### config.mk
export PLATFORM = sky130hd
export DESIGN_NAME = prime_mask_scan
export DESIGN_NICKNAME = d
export VERILOG_FILES = /design/src/rtl/prime_mask_scan.sv
export SDC_FILE = /design/constraint.sdc
export NUM_CORES = 1
export LEC_CHECK = 0
export CAP_MARGIN = 20
export CORE_UTILIZATION = 52
export DETAILED_ROUTE_END_ITERATION = 12
export HOLD_SLACK_MARGIN = 0.05
export PLACE_DENSITY = 0.76
export SLEW_MARGIN = 20
export SYNTH_ARGS = -nofsm -noshare
export SYNTH_HDL_FRONTEND = slang
export SYNTH_SLANG_ARGS = --single-unit
### constraint.sdc
create_clock -name clk -period 2.4 [get_ports clk]
set_input_delay 0.6 -clock clk [delete_from_list [all_inputs] [get_ports clk]]
set_output_delay 0.6 -clock clk [all_outputs]
set_load 0.01 [all_outputs]
### src/rtl/prime_mask_scan.sv
// prime_mask_scan: walks a candidate bitmap (one sieve word) and streams out
// the index of every set bit, highest index first, one per accepted handshake.
//
// Ports:
//   clk    in   sole clock, rising-edge
//   rst    in   asynchronous active-high reset
//   go     in   start request, honoured only while ready=1
//   x      in   WIDTH-bit bitmap, captured on an accepted go
//   abort  in   cancel an active scan (ignored outside SCAN)
//   ready  out  idle, can accept go
//   valid  out  idx holds a valid bit position
//   idx    out  8-bit current bit index, MSB-first
//   ack    in   consumer accepts idx (transfer on valid & ack)
//   done   out  one-cycle pulse after the final index was accepted
//   count  out  indices transferred in the current/last scan
//
// Also contains prio_enc, the MSB finder used to pick the next index.

// prio_enc: index of the highest set bit of 'in', or 0 when 'in' is zero.
module prio_enc #(
  parameter int WIDTH_LOG = 4
) (
  input  logic [(1<<WIDTH_LOG)-1:0] in,
  output logic [7:0]                out
);

  // Scan upward so the last (highest) set bit seen wins.
  always_comb begin
    out = '0;
    for (int i = 0; i < (1 << WIDTH_LOG); i++) begin
      if (in[i]) out = 8'(i);
    end
  end

endmodule

module prime_mask_scan #(
  parameter int WIDTH_LOG = 4,
  parameter int WIDTH     = 1 << WIDTH_LOG
) (
  input  logic                 clk,
  input  logic                 rst,
  input  logic                 go,
  input  logic [WIDTH-1:0]     x,
  input  logic                 abort,
  output logic                 ready,
  output logic                 valid,
  output logic [7:0]           idx,
  input  logic                 ack,
  output logic                 done,
  output logic [WIDTH_LOG:0]   count
);

  typedef enum logic [1:0] {
    IDLE = 2'd0,
    SCAN = 2'd1,
    DONE = 2'd2
  } state_t;

  state_t               state;
  logic [WIDTH-1:0]     mask;
  logic [WIDTH-1:0]     cleared;
  logic [7:0]           msb_x;
  logic [7:0]           msb_cleared;

  // Mask with the currently presented bit removed; only meaningful in SCAN,
  // where idx always names a set bit of mask.
  assign cleared = mask & ~({{(WIDTH-1){1'b0}}, 1'b1} << idx[WIDTH_LOG-1:0]);

  prio_enc #(.WIDTH_LOG(WIDTH_LOG)) u_enc_start (
    .in  (x),
    .out (msb_x)
  );

  prio_enc #(.WIDTH_LOG(WIDTH_LOG)) u_enc_next (
    .in  (cleared),
    .out (msb_cleared)
  );

  assign ready = (state == IDLE);
  assign valid = (state == SCAN);

  // Sequencer: IDLE captures the bitmap, SCAN hands out one index per
  // accepted transfer, DONE raises the completion pulse for a single cycle.
  always_ff @(posedge clk or posedge rst) begin
    if (rst) begin
      state <= IDLE;
      mask  <= '0;
      idx   <= '0;
      done  <= 1'b0;
      count <= '0;
    end else begin
      done <= 1'b0;
      case (state)
        IDLE: begin
          if (go) begin
            mask  <= x;
            count <= '0;
            idx   <= msb_x;
            if (x != '0) begin
              state <= SCAN;
            end else begin
              state <= DONE;
              done  <= 1'b1;
            end
          end
        end
        SCAN: begin
          // abort wins over a simultaneous ack: nothing is consumed.
          if (abort) begin
            state <= IDLE;
            mask  <= '0;
          end else if (ack) begin
            mask  <= cleared;
            count <= count + (WIDTH_LOG+1)'(1);
            idx   <= msb_cleared;
            if (cleared == '0) begin
              state <= DONE;
              done  <= 1'b1;
            end
          end
        end
        DONE: begin
          state <= IDLE;
        end
        default: begin
          state <= IDLE;
        end
      endcase
    end
  end

endmodule

=== Word level (Yosys, flattened, before mapping) ===
Index checks and enable logic that the tools add are counted.

* $add $sub $neg: 1
* Multiply operators: 0
* Divide/modulo/power cells: 0
* $lt $le $gt $ge: 0
* Equal/unequal tests: 6
* Shift-type cells: 1
* Muxes and demuxes: 54
* Bitwise logic cells: 2
* Reductions and logical operators: 7

{| class="wikitable"
|+ Operators with widths
! operator !! count
|-
| $mux W4 || 16
|-
| $mux W16 || 3
|-
| $pmux W16 S2 || 1
|-
| $mux W3 || 8
|-
| $mux W8 || 3
|-
| $mux W2 || 9
|-
| $and A16 B16 Y16 || 1
|-
| $logic_not A16 Y1 || 1
|-
| $not A16 Y16 || 1
|-
| $pmux W8 S2 || 1
|-
| $reduce_bool A16 Y1 || 1
|-
| $shl A1 B4 Y16 const A || 1
|-
| $mux W5 || 3
|-
| $pmux W5 S2 || 1
|-
| $mux W1 || 7
|-
| $ne A3 B2 Y1 const B || 2
|-
| $reduce_and A3 Y1 || 2
|-
| $add A5 B1 Y5 const B || 1
|-
| $ne A2 B2 Y1 const B || 2
|-
| $pmux W2 S2 || 1
|-
| $reduce_and A4 Y1 || 1
|-
| $eq A2 B1 Y1 const B || 1
|-
| $logic_not A2 Y1 || 1
|-
| $ne A2 B1 Y1 const B || 1
|-
| 2 further kinds || 2
|}

* Flip-flop bits (word level): 32
* Bits in latches: 0
* RAM bits: 0
* ROM bits: 0
* Input bits: 21
* Word-level logic and storage cells: 76
* Memories: 0

=== Logic depth before layout (Yosys ltp) ===
* Word-level depth: 21
* Gate-level depth with buffers: 8
* Gate-level depth less buffers: 6

=== Cells and area by module ===
Synthesis repeated with hierarchy kept, for this count alone.

* Cells, all modules: 289
* Area total of the unflattened synthesis: 2237.1 um^2

{| class="wikitable"
|+ By module, submodules not included
! module !! instances !! cells an instance !! area an instance (um^2)
|-
| prime_mask_scan || 1 || 229 || 1886.8
|-
| prio_enc || 2 || 30 || 175.2
|}

=== Worst setup path after synthesis ===
No wires, ideal clock.

* Kind: reg-to-reg
* Start: reg idx[1]
* End: reg state[0]
* Library setup time: 0.133 ns
* Arrival: 1.730 ns
* Path slack: 0.537 ns
* Stages on the path, launching flop included: 8
* Path buffers: 1
* Path through: dfrtp_1 nand2b_1 buf_6 o21a_1 o32a_1 nor4_2 and4_1 o22ai_1

* Cells in the longest elaborated chain, start to end: 6

{| class="wikitable"
|+ Ends and longest elaborated chain
! element !! RTL line !! source
|-
| from (decl) || 48 || <nowiki>output logic [7:0] idx,</nowiki>
|-
| from (signal assigned) || 99 || <nowiki>idx <= msb_x;</nowiki>
|-
| from (signal assigned) || 116 || <nowiki>idx <= msb_cleared;</nowiki>
|-
| $shl A1 B4 Y16 || 68 || <nowiki>assign cleared = mask & ~({{(WIDTH-1){1'b0}}, 1'b1} << idx[WIDTH_LOG-1:0]);</nowiki>
|-
| $not A16 Y16 || 68 ||
|-
| $and A16 B16 Y16 || 68 ||
|-
| $logic_not A16 Y1 || 117 || <nowiki>if (cleared == '0) begin</nowiki>
|-
| $ne A3 B2 Y1 (no line) || - ||
|-
| $reduce_and A3 Y1 (no line) || - ||
|-
| to (signal assigned) || 118 || <nowiki>state <= DONE;</nowiki>
|-
| to (signal assigned) || 124 || <nowiki>state <= IDLE;</nowiki>
|-
| to (signal assigned) || 127 || <nowiki>state <= IDLE;</nowiki>
|-
| to (decl) || 60 || <nowiki>state_t state;</nowiki>
|}

No other way between the ends.
A chain may end at the register's enable or synchronous reset.

=== Worst setup path in the final report ===
* Start: reg state[1]
* End: out valid

* Cells in the longest elaborated chain, start to end: 1

{| class="wikitable"
|+ Ends and longest elaborated chain
! element !! RTL line !! source
|-
| from (signal assigned) || 87 || <nowiki>state <= IDLE;</nowiki>
|-
| from (signal assigned) || 101 || <nowiki>state <= SCAN;</nowiki>
|-
| from (signal assigned) || 103 || <nowiki>state <= DONE;</nowiki>
|-
| $eq A2 B1 Y1 || 81 || <nowiki>assign valid = (state == SCAN);</nowiki>
|-
| to (decl) || 47 || <nowiki>output logic valid,</nowiki>
|}

No other way between the ends.

==> summary.md <==
The flow ran to the end, and the final reports show no timing, DRC or antenna violations. The synthesized netlist occupies a cell area of 1999 um^2. Summed over all layers, the global routing overflow is 0.

The worst hold path startpoint is count[4]. OpenSTA, run right after detailed placement, puts the worst setup slack at 0.06711 ns. The kind of cell adding the most delay to the critical path is buffers and inverters.

The logs give 0.3504 for the fraction of the yosys area taken by sequential cells and 1.029 nW for the leakage power. The path type of the worst setup path is reg2out. In the post-synthesis netlist, the biggest area contributors are dfrtp_1 35%, nor2_1 6.0%, a21oi_1 5.8%. The first global-routing pass estimated 9190 um of wire. The endpoint required time on the critical path was 1.80 ns. The via total after detailed routing was 2,072; the number of antenna violations at the first check in global routing was 0. The maximum count of clock buffers along a single path came out at 2. After detailed routing, the number of remaining DRC violations is 0.

The run gives 0.4184 as the fraction of met1 tracks used by global routing. met2 is the most crowded layer. Post-cts gate resize count: 0. Summing all non-filler instances in the final layout gives an area of 2489 um^2. For this design the top-level I/O count stands at 37. Dividing the synthesized area by the synthesized cell count gives 8.161 um^2. The first detailed-routing pass ran for 5 iterations. The run gives 0 as the number of nets with antenna violations after detailed routing.

The maximum fanout along the worst path was 5; the worst setup margin was 0.2048 ns. The tools report the clock sink count as 28. The count of endpoints failing hold in the final timing report is 0, and the routability congestion estimate from global placement is 0.9538. Dividing the detail-routed wire length by the instance count gives 16.17 um.

Setup repair after global routing left no endpoint under its margin. The category of the worst setup path capture point was an output pin. Slowest cell on the critical path: clkdlybuf4s50_1. The cell type contributing the most total cell area after synthesis was dfrtp_1.

At the pin with the least slew margin, the transition time is 0.5743 ns. Clock transition at the registers of the reported paths: 0.10 ns. In this design, the stage delay of the slowest critical-path cell is 0.56 ns.

Wires add up to 5383 um. The worst hold path terminates at count[4]. Counting flops and latches in the post-synthesis netlist gives 28.

For the floorplan die area, the log shows 4097 um^2. The final period utilization is 0.9146. Placed instance area: 2417 um^2. The category of the worst setup path launch point is a flip-flop.

The logs give 0.6136 for the worst relative slew slack and 0.05179 for the global routing usage on met3. The number of global-route vias before repair was 1,884; the cell area power density was 851.3 nW/um^2. The met2 usage is 0.4295, and the total negative setup slack is 0 ns. Walking the worst path, the cells encountered are nand2b_1, inv_1, clkdlybuf4s50_1. The number of enable-type register cells in the synthesized netlist was 0.

Counting instances, the worst hold path has a depth of 2. Count of yosys warnings during synthesis: 0. Effective utilization at floorplan: 0.5461. In this run, CTS created clock tree buffers numbering 3. Setup violations remaining at the end of the flow were counted as 0. Synthesis handed over a netlist of 245 instances. The startpoint identified for the worst register-to-register timing path is idx[1]. The number of cells traversed by the worst register-to-register path was 6; the total of buffers placed on input and output ports was 32.

In the final layout, flip-flops and latches occupy 700.7 um^2. The detailed placer's ending HPWL came out at 4123 um. The logs give 0.22 ns for the setup slack of the worst register-to-register path and 1160 um^2 for the area taken by multi-input logic gates.

The proportion of layout cells with a drive suffix above 1 was 0.08772. The netlist uses 54 different library cells. Using the TritonRoute via totals, the vias-per-cell ratio works out to 6.222. The later pin in the worst-skew pair is clocked with a latency of 0.28 ns. For the count of pins over their slew limit, the log shows 0.

The logs give 3661 um^2 for the area inside the core boundary and 1 for the H-tree depth reported by CTS. The tool flagged a number of max-cap violations equal to 0. The number of buffers and inverters on the critical path works out to 2.

The total routing usage reported by global routing came out at 0.2914. The post-route clock skew is 0.002731 ns, and the fraction of registers with async set/reset is 1.000. The pin count of the biggest net entering global routing is 29. The path class of the lowest-slack min-delay path was reg2reg. In the layout the commonest cells are 32 x nor2_1, 32 x clkdlybuf4s50_1, 28 x dfrtp_1, 23 x a21oi_1, 19 x buf_4. Buffers inserted to repair hold after CTS numbered 0. The filler cells instantiated in the layout total 298. At the end of the flow, the number of nets in the layout was 308. After layout, the minimum clock period comes to 2.195 ns. 0 antenna diodes ended up in the layout. The initialized floorplan defines 22 standard-cell rows. The worst IR drop on VDD is 590.5 uV. The tools report the worst flop-to-flop path endpoint as state[0]. The portion of synthesized cell area occupied by the leading cell type was 0.3504. Compared with the post-synthesis result, the final layout area differs by 24.47%. In the synthesized netlist the dominant register cell turns out to be dfrtp_1.

The number of design-rule violations left by the first detailed-router iteration is 190, and the height of the die is 64.01 um. The die is 64.01 um wide. Derived from the worst setup path, the maximum achievable clock frequency is 0.4555 GHz.

The root buffer cell is clkbuf_8. TritonCTS built the clock tree. The number of setup buffers added after CTS is 0. The signal arrival time at the worst endpoint was 1.60 ns.
[state kept, by name (all words and copies together) (netlist names)]
register	flops
count	5
done	1
idx	4
mask	16
state	2
[synthesized netlist by cell type (4+ instances only)]
master and number:
o21a_1 6, nor2_1 32, inv_1 9, a31oi_1 6
buf_4 4, nor3_1 9, clkbuf_1 6, nor2b_1 4
o21ai_0 14, a22oi_1 7, o32a_1 4, dfrtp_1 28
o31ai_1 5, buf_6 4, a22o_1 8, a21oi_1 23
nand2_1 18, nand2b_1 8
[worst register-to-register path: cells and delay by family, from the launching register on]
family	cells	cell delay, ns
AO/OA/AOI/OAI	3	0.59
AND/OR/NAND/NOR	3	0.86
flip-flops	1	0.61
[metal layers]
layer,wire [um],share of wire
met4,118,0.022
met5,0,0
met3,529,0.098
met1,2364,0.44
met2,2371,0.44
[logic make-up (layout without fill, tap and decap cells)]
kind of cell / after synthesis / count (layout) / synth area share
buffers and inverters: 27 / 64 / 0.07509
XOR/XNOR: 3 / 3 / 0.01314
flip-flops: 28 / 28 / 0.3504
AND/OR/NAND/NOR: 86 / 86 / 0.2084
other: 1 / 4 / 0.001876
adder cells (fa/ha/maj): 1 / 1 / 0.006257
multiplexers: 3 / 3 / 0.01502
AO/OA/AOI/OAI: 96 / 96 / 0.3298
[final cells by class]
cell class	instances	area share
repair buffers	51	0.1860
clock inverters	1	0.01207
well taps	48	0.02413
multi-input cells	193	0.4661
inverters	9	0.01357
clock buffers	3	0.01659
flip-flops and latches	28	0.2815
[where the power goes]
| group | switching [mW] | internal [mW] |
|---|---|---|
| Combinational | 0.501 | 0.461 |
| Clock | 0.155 | 0.224 |
| Sequential | 0.193 | 0.585 |
[metrics by stage]
step	util	hold slack, ns	total power [mW]	std cells
after CTS	0.6798	0.5634	2.105	333
after detailed placement	0.6603	0.5282	1.727	329
after global routing	0.6798	0.5832	2.266	333
after global placement	0.6603	0.5264	1.722	329
final	0.6798	0.5599	2.118	333
after floorplan	-	0.4877	1.401	248
[worst max-delay path by stage]
stage | start | endpoint | slack, ns | depth (start not counted)
after floorplan | idx[1] | state[0] | 0.54 | 7
after global placement | x[14] | state[0] | 0.1 | 5
after detailed placement | x[7] | idx[1] | 0.07 | 7
after CTS | state[1] | valid | 0.21 | 3
after global routing | idx[1] | state[0] | 0.01 | 7
final | state[1] | valid | 0.20 | 3
Power figures use the tool's default switching activity.
==> edit, RTL diff (same flow settings) <==
`WIDTH_LOG` is set to 4 in 2 places; all go to 3.
--- a/src/rtl/prime_mask_scan.sv
+++ b/src/rtl/prime_mask_scan.sv
@@ -20,3 +20,3 @@
 module prio_enc #(
-  parameter int WIDTH_LOG = 4
+  parameter int WIDTH_LOG = 3
 ) (
@@ -37,3 +37,3 @@
 module prime_mask_scan #(
-  parameter int WIDTH_LOG = 4,
+  parameter int WIDTH_LOG = 3,
   parameter int WIDTH     = 1 << WIDTH_LOG
Interface: changed (resized count and x); port bits go from 37 to 28. The function was not compared with the original's and may differ.
==> edit against the original RTL <==
Clock skew is essentially flat. Sequential cell count fell by 10. Final area decreased by 42%. Critical path depth is the same. Setup slack lost 150 ps. Wire length is 44% lower. Count of clock-buffer cells in the layout grew 1. Area after synthesis fell by 40%. Core utilization shrank 1.7 points. Total power decreased by 19%.
==> edit: results (changes against the original RTL) <==
| Metric | Value |
|---|---|
| First-pass iteration count of the detailed router | 4 (-1) |
| Wire length of the first global-routing pass | 4.885 mm (-47%) |
| Cells after Synth | 139 (-43%) |
| Number of buffers added for setup after CTS | 0 (unchanged) |
| Length of routed wiring on met1 | 1.308 mm (-45%) |
| Actual transition at the worst max-transition pin | 704.3 ps (+129.9 ps) |
| Via count of the first global-routing pass | 1,049 (-44%) |
| Result of the run | finished, final reports clean |
| Met2 wire len | 1.542 mm (-35%) |
| Port-buffer cells | 22 (-31%) |
| WL final | 3.010 mm (-44%) |
| Root buffer cell | sky130_fd_sc_hd__clkbuf_4 |
| Pin count of the biggest net entering global routing | 19 (-34%) |
| Clock transition at the registers of the reported paths | 120 ps (+20 ps) |
| Setup WS pre-CTS | 163.9 ps (+96.76 ps) |
| Number of antenna violations at the first check in global routing | 0 (unchanged) |
| Detailed-routed wire length on met3 | 113 um (-79%) |
| GR Util All Layers | 26.33% (-2.8 points) |
| GR Layer Usage met1 | 32.69% (-9.1 points) |
| Met2 Resource Use GR | 45.56% (+2.6 points) |
| Netlist cell types | 45 (-17%) |
| Hold crit path type | register to register |
| Met3 usage in global routing | 3.086% (-2.1 points) |
| Ranking of synthesized cells by area | sky130_fd_sc_hd__dfrtp_1 38%, sky130_fd_sc_hd__o21ai_0 5.0%, sky130_fd_sc_hd__nor2_1 5.0%, sky130_fd_sc_hd__a22o_1 4.4%, sky130_fd_sc_hd__a21oi_1 3.3% |
| Top Registers | mask: 8 flops, count: 4 flops, idx: 3 flops |
| Clock skew | 3.168 ps (+0.4369 ps) |
| Cell type of the slowest stage on the worst timing path | sky130_fd_sc_hd__clkdlybuf4s50_1 |
| Average routed wire per standard cell | 15.93 um (-1.5%) |
| Relative contribution of sequential cells to total power | 37.5% (+0.8 points) |
| List of most frequent post-synthesis cells | 18 x sky130_fd_sc_hd__dfrtp_1, 16 x sky130_fd_sc_hd__nor2_1, 12 x sky130_fd_sc_hd__o21ai_0 |
| Power in sequential cells | 0.639 mW (-18%) |
| Post-CTS resize count | 1 (+1) |
| Clk network pwr share | 11.9% (-6.0 points) |
| Sequential fraction of the synthesis area | 37.50% (+2.5 points) |
| Fraction of final layout cells with drive strength greater than 1 | 8.696% (-0.076 points) |
| Via-to-Cell Ratio | 5.984 (-3.8%) |
| CP arrival | 1740 ps (+140 ps) |
| Switching part of the total power | 44.67% (+4.6 points) |
| Initial drt markers | 20 (-89%) |
| Max IR drop VDD | 0.6673 mV (+13%) |
| Cell family with most CP delay | buffers and inverters |
| Cell Count Post-Placement | 185 (-44%) |
| Maximum fanout count along the critical path | 8 (+3) |
| Clock Latency Late Sink | 310 ps (+30 ps) |
| Diode count | 0 (unchanged) |
| Number of nets at the end of the flow | 176 (-43%) |
| Clock H-tree levels | 1 (unchanged) |
| Gpl congestion | 0.9231 (-3.2%) |
| Post-synthesis async set-or-reset flop share | 100.0% (unchanged) |
| YS warnings | 0 (unchanged) |
| Detail Placement HPWL | 2.191 mm (-47%) |
| Static Leak | 0.6395 nW (-38%) |
-- edit: cell types whose count changed after synthesis, sizes merged, moves of 5 or more --
cell    unedited run  this run
a31oi              6         1
a22oi              7         0
o21a               6         0
clkbuf             6         1
a21oi             23         8
nor2              32        16
nand2             18        10
dfrtp             28        18
-- edit: final cells by class --
class	instances	area, um2
Fill cell	191	738.2
Multi-Input combinational cell	109	676.9
Sequential cell	18	450.4
Timing Repair Buffer	23	227.7
Clock buffer	4	36.28
Tap cell	28	35.03
Inverter	7	26.28
-- edit: cells by family (layout without fill, tap and decap cells) --
family | count (synthesis) | after routing | synth area share (%)
AO/OA/AOI/OAI | 46 | 46 | 26.56
XOR/XNOR | 1 | 1 | 0.7293
adder cells (fa/ha/maj) | 1 | 1 | 1.042
buffers and inverters | 16 | 34 | 7.396
flip-flops | 18 | 18 | 37.50
multiplexers | 5 | 5 | 4.479
other | 1 | 5 | 0.3122
AND/OR/NAND/NOR | 51 | 51 | 21.98
-- edit: path summary, 6_finish.rpt --
| kind | start | end | slack [ps] | cells past startpoint |
|---|---|---|---|---|
| worst min register to register | mask[0] | mask[0] | 560 | 1 |
| max in group asynchronous | rst | mask[7] | 1270 | 2 |
| min in group asynchronous | rst | idx[2] | 680 | 2 |
| worst max register to register | idx[0] | done | 550 | 5 |
| worst min-delay path | mask[0] | mask[0] | 560 | 1 |
| worst max-delay path | state[1] | valid | 60 | 3 |
-- edit: metrics by stage --
stage / hold slack (ps) / utilization, % / area [um2]
after floorplan: 482.4 / - / 1216
after global placement: 518.1 / 64.65 / 1416
after detailed placement: 535.2 / 64.65 / 1416
after CTS: 560.9 / 66.31 / 1453
after global routing: 587.9 / 66.31 / 1453
final: 555.3 / 66.31 / 1453
